<file path="src/rtl/arp_pkg.sv">
// Shared ARP constants, frame kinds and controller states
// for the ARP transmit scheduler.
package arp_pkg;

  localparam logic [1:0]  ARP_OP_REQUEST = 2'd1;
  localparam logic [1:0]  ARP_OP_REPLY   = 2'd2;
  localparam logic [47:0] MAC_BCAST      = 48'hFFFF_FFFF_FFFF;

  typedef enum logic [1:0] {
    KIND_NONE     = 2'd0,
    KIND_REPLY    = 2'd1,
    KIND_QUERY    = 2'd2,
    KIND_ANNOUNCE = 2'd3
  } kind_e;

  typedef enum logic [2:0] {
    ST_WAIT_RDY,
    ST_IDLE,
    ST_LOAD,
    ST_REQ,
    ST_RELEASE,
    ST_DONE
  } state_e;

endpackage

</file>
<file path="src/rtl/arp_tx_ctrl_timer.sv">
// Gratuitous-announce period counter with a coalescing
// pending flag; hold keeps state while an announce is in flight.
module arp_announce_timer #(
  parameter int PERIOD = 125000000
) (
  input  logic clk,
  input  logic rst_n,
  input  logic en,
  input  logic hold,
  input  logic clr,
  output logic pending
);

  localparam int W = (PERIOD > 1) ? $clog2(PERIOD) : 1;

  logic [W-1:0] cnt;

  always_ff @(posedge clk or negedge rst_n) begin
    if (!rst_n) begin
      cnt     <= '0;
      pending <= 1'b0;
    end else if (en) begin
      if (cnt == W'(PERIOD - 1)) begin
        cnt     <= '0;
        pending <= 1'b1;
      end else begin
        cnt <= cnt + W'(1);
        if (clr) pending <= 1'b0;
      end
    end else if (!hold) begin
      cnt     <= '0;
      pending <= 1'b0;
    end else if (clr) begin
      pending <= 1'b0;
    end
  end

endmodule

</file>
<file path="src/rtl/arp_tx_ctrl.sv">
// ARP transmit scheduler: arbitrates reply/query/announce
// sources and sequences the transmitter enable/ready handshake.
module arp_tx_ctrl
  import arp_pkg::*;
#(
  parameter int ANNOUNCE_PERIOD = 125000000,
  parameter int HS_TIMEOUT      = 1024
) (
  input  logic        clk,
  input  logic        rst_n,
  input  logic [47:0] i_local_mac,
  input  logic [31:0] i_local_ip,
  input  logic        i_announce_en,
  input  logic        i_rpl_req,
  input  logic [47:0] i_rpl_mac,
  input  logic [31:0] i_rpl_ip,
  input  logic        i_qry_req,
  input  logic [31:0] i_qry_ip,
  output logic [47:0] o_dst_mac,
  output logic [47:0] o_src_mac,
  output logic [47:0] o_SHA,
  output logic [47:0] o_THA,
  output logic [31:0] o_SPA,
  output logic [31:0] o_TPA,
  output logic [1:0]  o_operation,
  output logic        o_enable,
  input  logic        i_ready,
  output logic        o_busy,
  output logic        o_done,
  output logic [1:0]  o_kind,
  output logic        o_err,
  output logic        o_rpl_drop,
  output logic        o_qry_drop
);

  localparam int TW = (HS_TIMEOUT > 1) ? $clog2(HS_TIMEOUT) : 1;

  state_e        state;
  kind_e         cur;
  logic [TW-1:0] to_cnt;

  logic        rpl_vld, qry_vld;
  logic [47:0] rpl_mac;
  logic [31:0] rpl_ip, qry_ip;

  logic ann_pend, ann_hold, ann_clr;
  logic rpl_free, qry_free, in_frame;

  assign in_frame = state inside {ST_LOAD, ST_REQ, ST_RELEASE, ST_DONE};
  assign ann_hold = in_frame && (cur == KIND_ANNOUNCE);
  assign ann_clr  = (state == ST_DONE) && (cur == KIND_ANNOUNCE);
  assign rpl_free = (state == ST_DONE) && (cur == KIND_REPLY);
  assign qry_free = (state == ST_DONE) && (cur == KIND_QUERY);

  arp_announce_timer #(
    .PERIOD(ANNOUNCE_PERIOD)
  ) u_timer (
    .clk    (clk),
    .rst_n  (rst_n),
    .en     (i_announce_en),
    .hold   (ann_hold),
    .clr    (ann_clr),
    .pending(ann_pend)
  );

  // A slot being freed in DONE can take a new pulse in the same cycle.
  always_ff @(posedge clk or negedge rst_n) begin
    if (!rst_n) begin
      rpl_vld    <= 1'b0;
      qry_vld    <= 1'b0;
      rpl_mac    <= '0;
      rpl_ip     <= '0;
      qry_ip     <= '0;
      o_rpl_drop <= 1'b0;
      o_qry_drop <= 1'b0;
    end else begin
      o_rpl_drop <= 1'b0;
      o_qry_drop <= 1'b0;
      if (i_rpl_req && (!rpl_vld || rpl_free)) begin
        rpl_vld <= 1'b1;
        rpl_mac <= i_rpl_mac;
        rpl_ip  <= i_rpl_ip;
      end else begin
        if (rpl_free)  rpl_vld    <= 1'b0;
        if (i_rpl_req) o_rpl_drop <= 1'b1;
      end
      if (i_qry_req && (!qry_vld || qry_free)) begin
        qry_vld <= 1'b1;
        qry_ip  <= i_qry_ip;
      end else begin
        if (qry_free)  qry_vld    <= 1'b0;
        if (i_qry_req) o_qry_drop <= 1'b1;
      end
    end
  end

  always_ff @(posedge clk or negedge rst_n) begin
    if (!rst_n) begin
      state       <= ST_WAIT_RDY;
      cur         <= KIND_NONE;
      to_cnt      <= '0;
      o_enable    <= 1'b0;
      o_busy      <= 1'b0;
      o_done      <= 1'b0;
      o_err       <= 1'b0;
      o_kind      <= '0;
      o_operation <= '0;
      o_dst_mac   <= '0;
      o_src_mac   <= '0;
      o_SHA       <= '0;
      o_THA       <= '0;
      o_SPA       <= '0;
      o_TPA       <= '0;
    end else begin
      o_done <= 1'b0;
      o_err  <= 1'b0;
      unique case (state)
        ST_WAIT_RDY: begin
          o_enable <= 1'b0;
          if (i_ready) state <= ST_IDLE;
        end
        ST_IDLE: begin
          if (rpl_vld || qry_vld || ann_pend) begin
            if (rpl_vld)      cur <= KIND_REPLY;
            else if (qry_vld) cur <= KIND_QUERY;
            else              cur <= KIND_ANNOUNCE;
            o_busy <= 1'b1;
            state  <= ST_LOAD;
          end
        end
        ST_LOAD: begin
          o_src_mac <= i_local_mac;
          o_SHA     <= i_local_mac;
          o_SPA     <= i_local_ip;
          unique case (cur)
            KIND_REPLY: begin
              o_operation <= ARP_OP_REPLY;
              o_dst_mac   <= rpl_mac;
              o_THA       <= rpl_mac;
              o_TPA       <= rpl_ip;
            end
            KIND_QUERY: begin
              o_operation <= ARP_OP_REQUEST;
              o_dst_mac   <= MAC_BCAST;
              o_THA       <= '0;
              o_TPA       <= qry_ip;
            end
            default: begin
              o_operation <= ARP_OP_REQUEST;
              o_dst_mac   <= MAC_BCAST;
              o_THA       <= '0;
              o_TPA       <= i_local_ip;
            end
          endcase
          o_enable <= 1'b1;
          to_cnt   <= '0;
          state    <= ST_REQ;
        end
        ST_REQ: begin
          if (!i_ready) begin
            o_enable <= 1'b0;
            state    <= ST_RELEASE;
          end else if (to_cnt == TW'(HS_TIMEOUT - 1)) begin
            // Abort leaves the source pending so it is retried.
            o_enable <= 1'b0;
            o_err    <= 1'b1;
            o_busy   <= 1'b0;
            state    <= ST_WAIT_RDY;
          end else begin
            to_cnt <= to_cnt + TW'(1);
          end
        end
        ST_RELEASE: begin
          if (i_ready) begin
            o_busy <= 1'b0;
            o_done <= 1'b1;
            o_kind <= cur;
            state  <= ST_DONE;
          end
        end
        ST_DONE: state <= ST_IDLE;
        default: state <= ST_WAIT_RDY;
      endcase
    end
  end

endmodule

</file>
<file path="config.mk">
export PLATFORM = sky130hd
export DESIGN_NAME = arp_tx_ctrl
export DESIGN_NICKNAME = d
export VERILOG_FILES = /design/src/rtl/arp_pkg.sv /design/src/rtl/arp_tx_ctrl_timer.sv /design/src/rtl/arp_tx_ctrl.sv
export SDC_FILE = /design/constraint.sdc
export NUM_CORES = 1
export LEC_CHECK = 0
export CAP_MARGIN = 20
export CORE_MARGIN = 1
export CORE_UTILIZATION = 48
export DETAILED_ROUTE_END_ITERATION = 10
export GPL_TIMING_DRIVEN = 0
export HOLD_SLACK_MARGIN = 0.15
export PLACE_DENSITY = 0.81
export RECOVER_POWER = 25
export SETUP_SLACK_MARGIN = 0.4
export SYNTH_ARGS = -nofsm -noshare
export SYNTH_HDL_FRONTEND = slang
export SYNTH_SLANG_ARGS = --single-unit
</file>
<file path="constraint.sdc">
create_clock -name clk -period 2.2 [get_ports clk]
set_input_delay 0.22 -clock clk [delete_from_list [all_inputs] [get_ports clk]]
set_output_delay 0.22 -clock clk [all_outputs]
set_load 0.02 [all_outputs]
</file>
# After elaboration in Yosys (flattened, before gate mapping)
# Index checks and enable logic that the tools add are counted.
dict set report totals {
  regBits 375
  elab_cells 110
  inputBits 198
  output_inout_bits 266
}
dict set report classes {
  n_addsub 2
  n_reduce_logical 25
  n_mux 42
  eq_ne 18
}
# operator n
set op_table {}
lappend op_table {{$mux 48} 2}
lappend op_table {{$mux 27} 3}
lappend op_table {{$pmux 32 s2} 1}
lappend op_table {{$add 27x1->27 const B} 1}
lappend op_table {{$eq 27x27->1 const B} 1}
lappend op_table {{$mux 1} 23}
lappend op_table {{$mux 10} 2}
lappend op_table {{$pmux 10 s2} 1}
lappend op_table {{$pmux 3 s6} 1}
lappend op_table {{$mux 3} 5}
lappend op_table {{$ne 2x2->1 const B} 6}
lappend op_table {{$add 10x1->10 const B} 1}
lappend op_table {{$eq 10x10->1 const B} 1}
lappend op_table {{$eq 3x2->1 const B} 2}
lappend op_table {{$eq 3x3->1 const B} 2}
lappend op_table {{$logic_and 1x1->1} 6}
lappend op_table {{$pmux 1 s3} 2}
lappend op_table {{$reduce_and 2->1} 3}
lappend op_table {{$reduce_bool 2->1} 3}
lappend op_table {{$reduce_bool 3->1} 2}
lappend op_table {{$reduce_and 5->1} 1}
lappend op_table {{$eq 2x2->1 const B} 2}
lappend op_table {{$logic_or 1x1->1} 4}
lappend op_table {{$mux 2} 2}
lappend op_table {{9 further kinds} 10}

# Longest topological paths before layout
# Gate-level depths: netlist (run 1).
dict set report depth {
  word_depth 5
  mapped_depth 9
  mapped_depth_nobuf 6
}

# Modules after synthesis
# Synthesis (run 1) repeated with hierarchy kept, for this count alone.
dict set report unflattened {
  cells_unflattened 1636
  hier_area_um2 15845.2
}
# mod instances area_each_um2 cells_each seq_area_each_um2
set by_module_without_submodules {}
lappend by_module_without_submodules {arp_tx_ctrl 1 14241.2 1449 8683.3}
lappend by_module_without_submodules {arp_announce_timer 1 1604.0 187 700.7}

# Worst setup path after synthesis (run 1)
# No wires, ideal clock.
dict set report synth_path {
  kind {register -> register}
  startpoint {register cur[0]}
  endpoint {register qry_ip[15]}
  path_slack_ps 436
  stages_incl_launch_ff 8
  setup_ps 125
  t_required_ps 2075
  arrival_time_ps 1640
  path_buffers 2
  path_cell_list {dfrtp_1 -> inv_1 -> ha_1 -> clkbuf_1 -> nand3_1 -> a21oi_2 -> buf_4 -> mux2_2}
}
dict set report synth_via {
  elab_chain_len 4
}
# item line
set synth_rtl {}
lappend synth_rtl {{start, declared} arp_tx_ctrl.sv:39} ;# kind_e cur;
lappend synth_rtl {{start signal, assigned} arp_tx_ctrl.sv:100} ;# cur <= KIND_NONE;
lappend synth_rtl {{start signal, assigned} arp_tx_ctrl.sv:124} ;# if (rpl_vld) cur <= KIND_REPLY;
lappend synth_rtl {{start signal, assigned} arp_tx_ctrl.sv:125} ;# else if (qry_vld) cur <= KIND_QUERY;
lappend synth_rtl {{$eq 2x2->1} arp_tx_ctrl.sv:53} ;# assign qry_free = (state == ST_DONE) && (cur == KIND_QUERY);
lappend synth_rtl {{$logic_and 1x1->1} arp_tx_ctrl.sv:53}
lappend synth_rtl {{$logic_or 1x1->1} arp_tx_ctrl.sv:87} ;# if (i_qry_req && (!qry_vld || qry_free)) begin
lappend synth_rtl {{$logic_and 1x1->1} arp_tx_ctrl.sv:87}
lappend synth_rtl {{end signal, assigned} arp_tx_ctrl.sv:89} ;# qry_ip <= i_qry_ip;
lappend synth_rtl {{end, declared} arp_tx_ctrl.sv:44} ;# logic [31:0] rpl_ip, qry_ip;
# No other way between the ends.
# A chain may end at the register's enable or synchronous reset.

# Worst setup path after layout (run 1)
dict set report layout_path {
  startpoint {register cur[0]}
  endpoint {register qry_ip[27]}
}
# Same word-level chain as after synthesis.

==> summary.txt, run 1 <==
Worst setup path
  – Delay of the slowest critical-path stage: 0.41 ns
  – Most used cell, CP: buf_12
  – Crit Path Max Fanout: 6
  – Critical path's slowest cell: dfrtp_1
  – Critical Path RT: 2.60 ns
  – WP data arrival: 2.35 ns
  – Worst Setup End Kind: register
  – Kind of cell adding the most delay to the critical path: buffers and inverters
  – Crit Path Class: register to register
  – Buf/Inv on CP: 5
  – Critical Path Start Type: register
  – Cells along the critical path: inv_1, ha_4, buf_8, nand3_4, a21oi_4, buf_12, buf_12, buf_12, mux2_2

Timing
  – Worst hold slack: 0.211 ns
  – Layout Skew: 0.0247 ns
  – FMAX: 514 MHz
  – RSZ-0062 raised after global routing: true
  – Post-Route Setup TNS: 0 ns
  – Least-Margin Pin Slew: 0.839 ns
  – Final hold violation count: 0
  – Final worst path period need: 1.95 ns
  – Final Setup Violations: 0
  – Pins over their slew limit: 0
  – Final period util: 88.5%
  – Slew headroom: 44.1%

Global route
  – Grt ovf: 0
  – Initial antenna violation count: 11
  – Largest net degree at the start of global routing: 122
  – Vias in the first global route: 14700
  – Total GRT Usage: 32.4%
  – First-pass GRT wire length: 83.1 mm

Drt
  – DRC viols: 0
  – Drt first pass iters: 7
  – WL/cell: 21.8 µm
  – DR iter-0 viols: 976
  – Vias: 14800
  – Detail Route Antenna Nets: 0
  – Routed wire length: 58.3 mm
  – DR vias/cell: 5.54

Cells and area
  – Final core utilization: 75.8%
  – Syn-to-layout area delta: 55.2%
  – Nets: 2395
  – Fill count: 2082
  – Final std cells w/o fill: 2670
  – Fraction of layout cells with a size suffix above 1: 21.0%

Floorplan
  – Number of top-level pins: 464
  – Die Footprint: 33900 µm²
  – Die Ht: 184 µm
  – Die X: 184 µm
  – Starting Density: 48.8%
  – FP Rows: 66
  – Core area: 32600 µm²

Clock network
  – Clk buf depth: 3
  – CTS sink cnt: 375
  – CTS tree: built
  – Reg clk slew, reported paths: 0.06 ns
  – Clock tree root buffer cell: clkbuf_16
  – H-tree Lvls: 2
  – TritonCTS buffer count: 41
  – Clock Latency Late Sink: 0.54 ns

Synthesis
  – EDFF count, synth: 0
  – Largest area contributor in the netlist: dfrtp_1
  – Synth Instances: 1629
  – Mapped Nets: 1832
  – Synth warnings: 0
  – Sequential area share after synthesis: 58.9%
  – Post-synth top cells: nand2_1, dfrtp_1, o21ai_0, nor2_1, nand3_1
  – Post-synth top area share: 58.9%
  – Distinct cells, synth: 55
  – Ys async rst share: 100%
  – Mean post-synth cell area: 9.77 µm²
  – Top_reg_cell synth: dfrtp_1
  – Synth Cell Area: 15900 µm²
  – Synth Register Bits: 375
  – Top post-synthesis cells by area: dfrtp_1, nand2_1, mux2_2
  – Most common cell in the synthesized netlist: nand2_1

Power and ir drop
  – Peak VDD IR: 0.00101 V
  – Pwr dens: 1540 nW/µm²
  – Leak: 11.9 nW

Placed design
  – Placed cell count: 2537
  – Detailed Place HPWL: 38.8 mm
  – RePlAce Congestion: 0.916
  – IO buf count: 463

Run
  – Max-cap violations: 0

Run status
  – Outcome: finished, final reports clean

Worst hold path
  – Min-Delay Path Class: input pin to async pin
metal layers:
metal,track usage (%),share of wire [%]
met1,36.8,36
met2,55.7,49
met3,9.41,9.2
met4,16.4,5.9
met5,0,0.14
through the flow:
| stage | setup WS [ns] | power, W | instance area, µm² |
|---|---|---|---|
| 6_report | 0.254 | 0.0380 | 24700 |
| 3_5_place_dp | -0.351 | 0.0286 | 21200 |
| 3_3_place_gp | -15.26 | 0.0281 | 21100 |
| 2_1_floorplan | 0.436 | 0.0204 | 15900 |
| 4_1_cts | 0.287 | 0.0369 | 23700 |
| 5_1_grt | 0.182 | 0.0398 | 24700 |
worst reg2reg max path: cells and delay by family, from the launching register on:
family	cells	cell delay, ns
flops	1	0.41
fa+ha+maj	1	0.16
mux	1	0.33
buf+inv	5	0.64
simple gates	1	0.08
compound gates	1	0.18
layout make-up:
class                           count  area (µm²)  area share, %
Sequential cell                   375        9390           38.0
Timing Repair Buffer              520        5490           22.2
Tap cell                          442         553           2.24
Multi-Input combinational cell   1037        6160           24.9
Clock buffer                       55        1180           4.77
Buffer                            157        1360           5.51
Antenna cell                        6        15.0         0.0607
Inverter                           60         225          0.911
Clock inverter                     18         333           1.35
state kept, by name, indices dropped and copies added, names as in the netlist, 2 cells and up:
name	cells
cur	2
o_SHA	48
o_SPA	32
o_THA	48
o_TPA	32
o_dst_mac	48
o_kind	2
o_operation	2
qry_ip	32
rpl_ip	32
rpl_mac	48
state	3
to_cnt	10
u_timer.cnt	27
power breakdown:
part / total, W / internal, W / switching (W)
combinational: 0.0188 / 0.00805 / 0.0107
sequential: 0.0115 / 0.00966 / 0.00185
clock: 0.00768 / 0.00483 / 0.00286
cell families after synthesis:
group           synth area share (%)
compound gates                  10.5
xor+xnor                       0.330
fa+ha+maj                      0.393
buf+inv                         6.88
flops                           58.9
mux                             4.80
simple gates                    18.1
what timing repair did:
item / CTS / global route
endpoints found under the hold margin: 91 / 0
pin swaps: 14 / 46
hold buffers: 1 / 0
endpoints found under the setup margin: 424 / 482
gates resized for setup: 268 / 260
cloned: 7 / 9
setup buffers: 28 / 9
path summary, 6_finish.rpt:
check,cells after the start,start,endpoint,slack [ns]
worst max-delay path,9,cur[0],qry_ip[27],0.25
worst min-delay path,2,rst_n,o_THA[43],0.21
worst max register to register,9,cur[0],qry_ip[27],0.25
worst min register to register,2,o_THA[31],o_THA[31],0.46
max in group asynchronous,4,rst_n,qry_ip[3],0.65
min in group clk,3,i_local_mac[44],o_SHA[44],0.23
layout by cell type, fill, tap and decap left out, types with 57 or more instances in the layout:
master,synthesis,layout
nor2_1,96,96
dlygate4sd2_1,0,66
nand2_1,454,438
inv_1,60,60
nand3_1,75,71
a31oi_1,71,68
o21ai_0,97,57
buf_4,57,80
dfrtp_1,375,367
clkdlybuf4s50_1,0,368
No activity file was read; power rests on OpenSTA's default activity.
==> inputs of run 2 (changes only) <==
--- a/config.mk
+++ b/config.mk
@@ -8,12 +8,14 @@
 export CAP_MARGIN = 20
 export CORE_MARGIN = 1
 export CORE_UTILIZATION = 48
+export CTS_CLUSTER_SIZE = 40
 export DETAILED_ROUTE_END_ITERATION = 10
 export GPL_TIMING_DRIVEN = 0
 export HOLD_SLACK_MARGIN = 0.15
 export PLACE_DENSITY = 0.81
 export RECOVER_POWER = 25
 export SETUP_SLACK_MARGIN = 0.4
+export SKIP_LAST_GASP = 1
 export SYNTH_ARGS = -nofsm -noshare
 export SYNTH_HDL_FRONTEND = slang
 export SYNTH_SLANG_ARGS = --single-unit
==> results of run 2 <==
Final layout, timing and power as in run 1 (identical DEF).
==> inputs of run 3 (changes only) <==
--- a/config.mk
+++ b/config.mk
@@ -6,6 +6,7 @@
 export NUM_CORES = 1
 export LEC_CHECK = 0
 export CAP_MARGIN = 20
+export CORE_ASPECT_RATIO = 0.6
 export CORE_MARGIN = 1
 export CORE_UTILIZATION = 48
 export CTS_CLUSTER_SIZE = 40
==> summary.txt, run 3 (same netlist as run 1, synthesis figures left out) <==
Floorplan
  – Die X: 237 µm
  – Starting Density: 48.9%
  – Die Footprint: 33900 µm²
  – FP Rows: 51
  – Number of top-level pins: 464
  – Core area: 32500 µm²
  – Die Ht: 143 µm

Worst setup path
  – Critical Path RT: 2.62 ns
  – Kind of cell adding the most delay to the critical path: buffers and inverters
  – WP data arrival: 2.43 ns
  – Worst Setup End Kind: register
  – Critical Path Start Type: register
  – Most used cell, CP: buf_8
  – Delay of the slowest critical-path stage: 0.44 ns
  – Cells along the critical path: inv_2, ha_1, buf_8, nand3_4, a21oi_4, buf_8, buf_4, buf_8, mux2_2
  – Buf/Inv on CP: 5
  – Crit Path Max Fanout: 7
  – Critical path's slowest cell: dfrtp_2
  – Crit Path Class: register to register

Power and ir drop
  – Pwr dens: 1490 nW/µm²
  – Peak VDD IR: 0.000819 V
  – Leak: 11.6 nW

Cells and area
  – Final core utilization: 75.1%
  – Most frequent cells in the layout: nand2_1, dfrtp_1, clkdlybuf4s50_1
  – Nets: 2412
  – Fraction of layout cells with a size suffix above 1: 21.7%
  – Commonest non-fill, non-tap cell in the layout: nand2_1
  – Syn-to-layout area delta: 53.4%

Timing
  – Final hold violation count: 0
  – Layout Skew: 0.0209 ns
  – Pins over their slew limit: 0
  – Post-Route Setup TNS: 0 ns
  – RSZ-0062 raised after global routing: true
  – Slew headroom: 48.5%
  – Final period util: 91.2%
  – Final Setup Violations: 0
  – Final worst path period need: 2.01 ns
  – Least-Margin Pin Slew: 0.766 ns
  – FMAX: 499 MHz

Clock network
  – TritonCTS buffer count: 37
  – H-tree Lvls: 2
  – Clock Latency Late Sink: 0.54 ns
  – Clk buf depth: 3
  – CTS sink cnt: 375
  – Reg clk slew, reported paths: 0.06 ns
  – CTS tree: built
  – Clock tree root buffer cell: clkbuf_16

Drt
  – Detail Route Antenna Nets: 0
  – DR iter-0 viols: 1342
  – Drt first pass iters: 6
  – DR vias/cell: 5.70
  – Routed wire length: 59.1 mm
  – Vias: 15200
  – DRC viols: 0
  – WL/cell: 22.2 µm

Placed design
  – Detailed Place HPWL: 38.2 mm
  – IO buf count: 463
  – RePlAce Congestion: 0.911

Global route
  – First-pass GRT wire length: 81.6 mm
  – Vias in the first global route: 14400
  – Total GRT Usage: 31.3%
  – Largest net degree at the start of global routing: 122
  – Initial antenna violation count: 6
  – Grt ovf: 0

Worst hold path
  – Min-Delay Path Class: input pin to register

Run status
  – Outcome: finished, final reports clean

Run
  – Max-cap violations: 0
[run 3: worst reg2reg max path, stage by stage (launching register included)]
cell and delay (ns):
dfrtp_2 0.44, inv_2 0.07, ha_1 0.20, buf_8 0.13, nand3_4 0.10, a21oi_4 0.21, buf_8 0.17, buf_4 0.13
buf_8 0.11, mux2_2 0.34
[run 3: path summary, 6_finish.rpt]
path / slack (ns) / from / to / depth (start not counted)
max in group asynchronous: 0.52 / rst_n / o_SPA[28] / 4
setup reg to reg: 0.19 / cur[1] / rpl_ip[14] / 9
hold reg to reg: 0.47 / o_THA[14] / o_THA[14] / 2
hold / removal: 0.21 / i_local_mac[2] / o_SHA[2] / 3
min in group asynchronous: 0.23 / rst_n / o_THA[18] / 2
setup / recovery: 0.19 / cur[1] / rpl_ip[14] / 9
[run 3: routing by layer]
layer / part of all wire [%] / vias up / track usage, % / routed length [µm]
met5: 0 / - / 0 / 0
met4: 4.2 / 0 / 12.5 / 2470
met3: 9.2 / 184 / 7.64 / 5440
met2: 47 / 896 / 50.2 / 27700
met1: 40 / 7538 / 41.3 / 23400
li1: - / 6577 / - / -
[run 3: area by class of cell]
cell class / count / area, µm²
inverters: 60 / 225
fillers: 2094 / 8120
clock inverters: 13 / 104
multi-input cells: 1039 / 6300
plain buffers: 157 / 1340
repair buffers: 539 / 5420
clock buffers: 52 / 1100
well taps: 424 / 531
diodes: 5 / 12.5
flip-flops and latches: 375 / 9390
[run 3: report_power, final]
part	switching (W)	internal (W)	leakage, nW	total, W
clock	0.00279	0.00363	0.591	0.00643
sequential	0.00186	0.00966	4.61	0.0115
combinational	0.0108	0.00777	6.42	0.0185
[run 3: stage by stage]
stage / cells / hold WS [ns] / cell area [µm²] / total power, W / setup WS [ns]
4_1_cts: 2624 / 0.188 / 23400 / 0.0352 / 0.254
5_1_grt: 2662 / 0.208 / 24400 / 0.0382 / 0.168
6_report: 2664 / 0.215 / 24400 / 0.0365 / 0.195
2_1_floorplan: 1629 / -0.0756 / 15900 / 0.0204 / 0.436
3_3_place_gp: 2516 / 0.452 / 21100 / 0.0279 / -15.33
3_5_place_dp: 2519 / 0.223 / 21200 / 0.0285 / -0.402
[run 3: repair_timing]
action	in CTS	in global routing
setup buffers	29	22
setup endpoints to repair	428	510
gates cloned	10	13
endpoints found under the hold margin	77	0
hold buffers	1	0
resized for setup	235	359
pin swaps	8	58
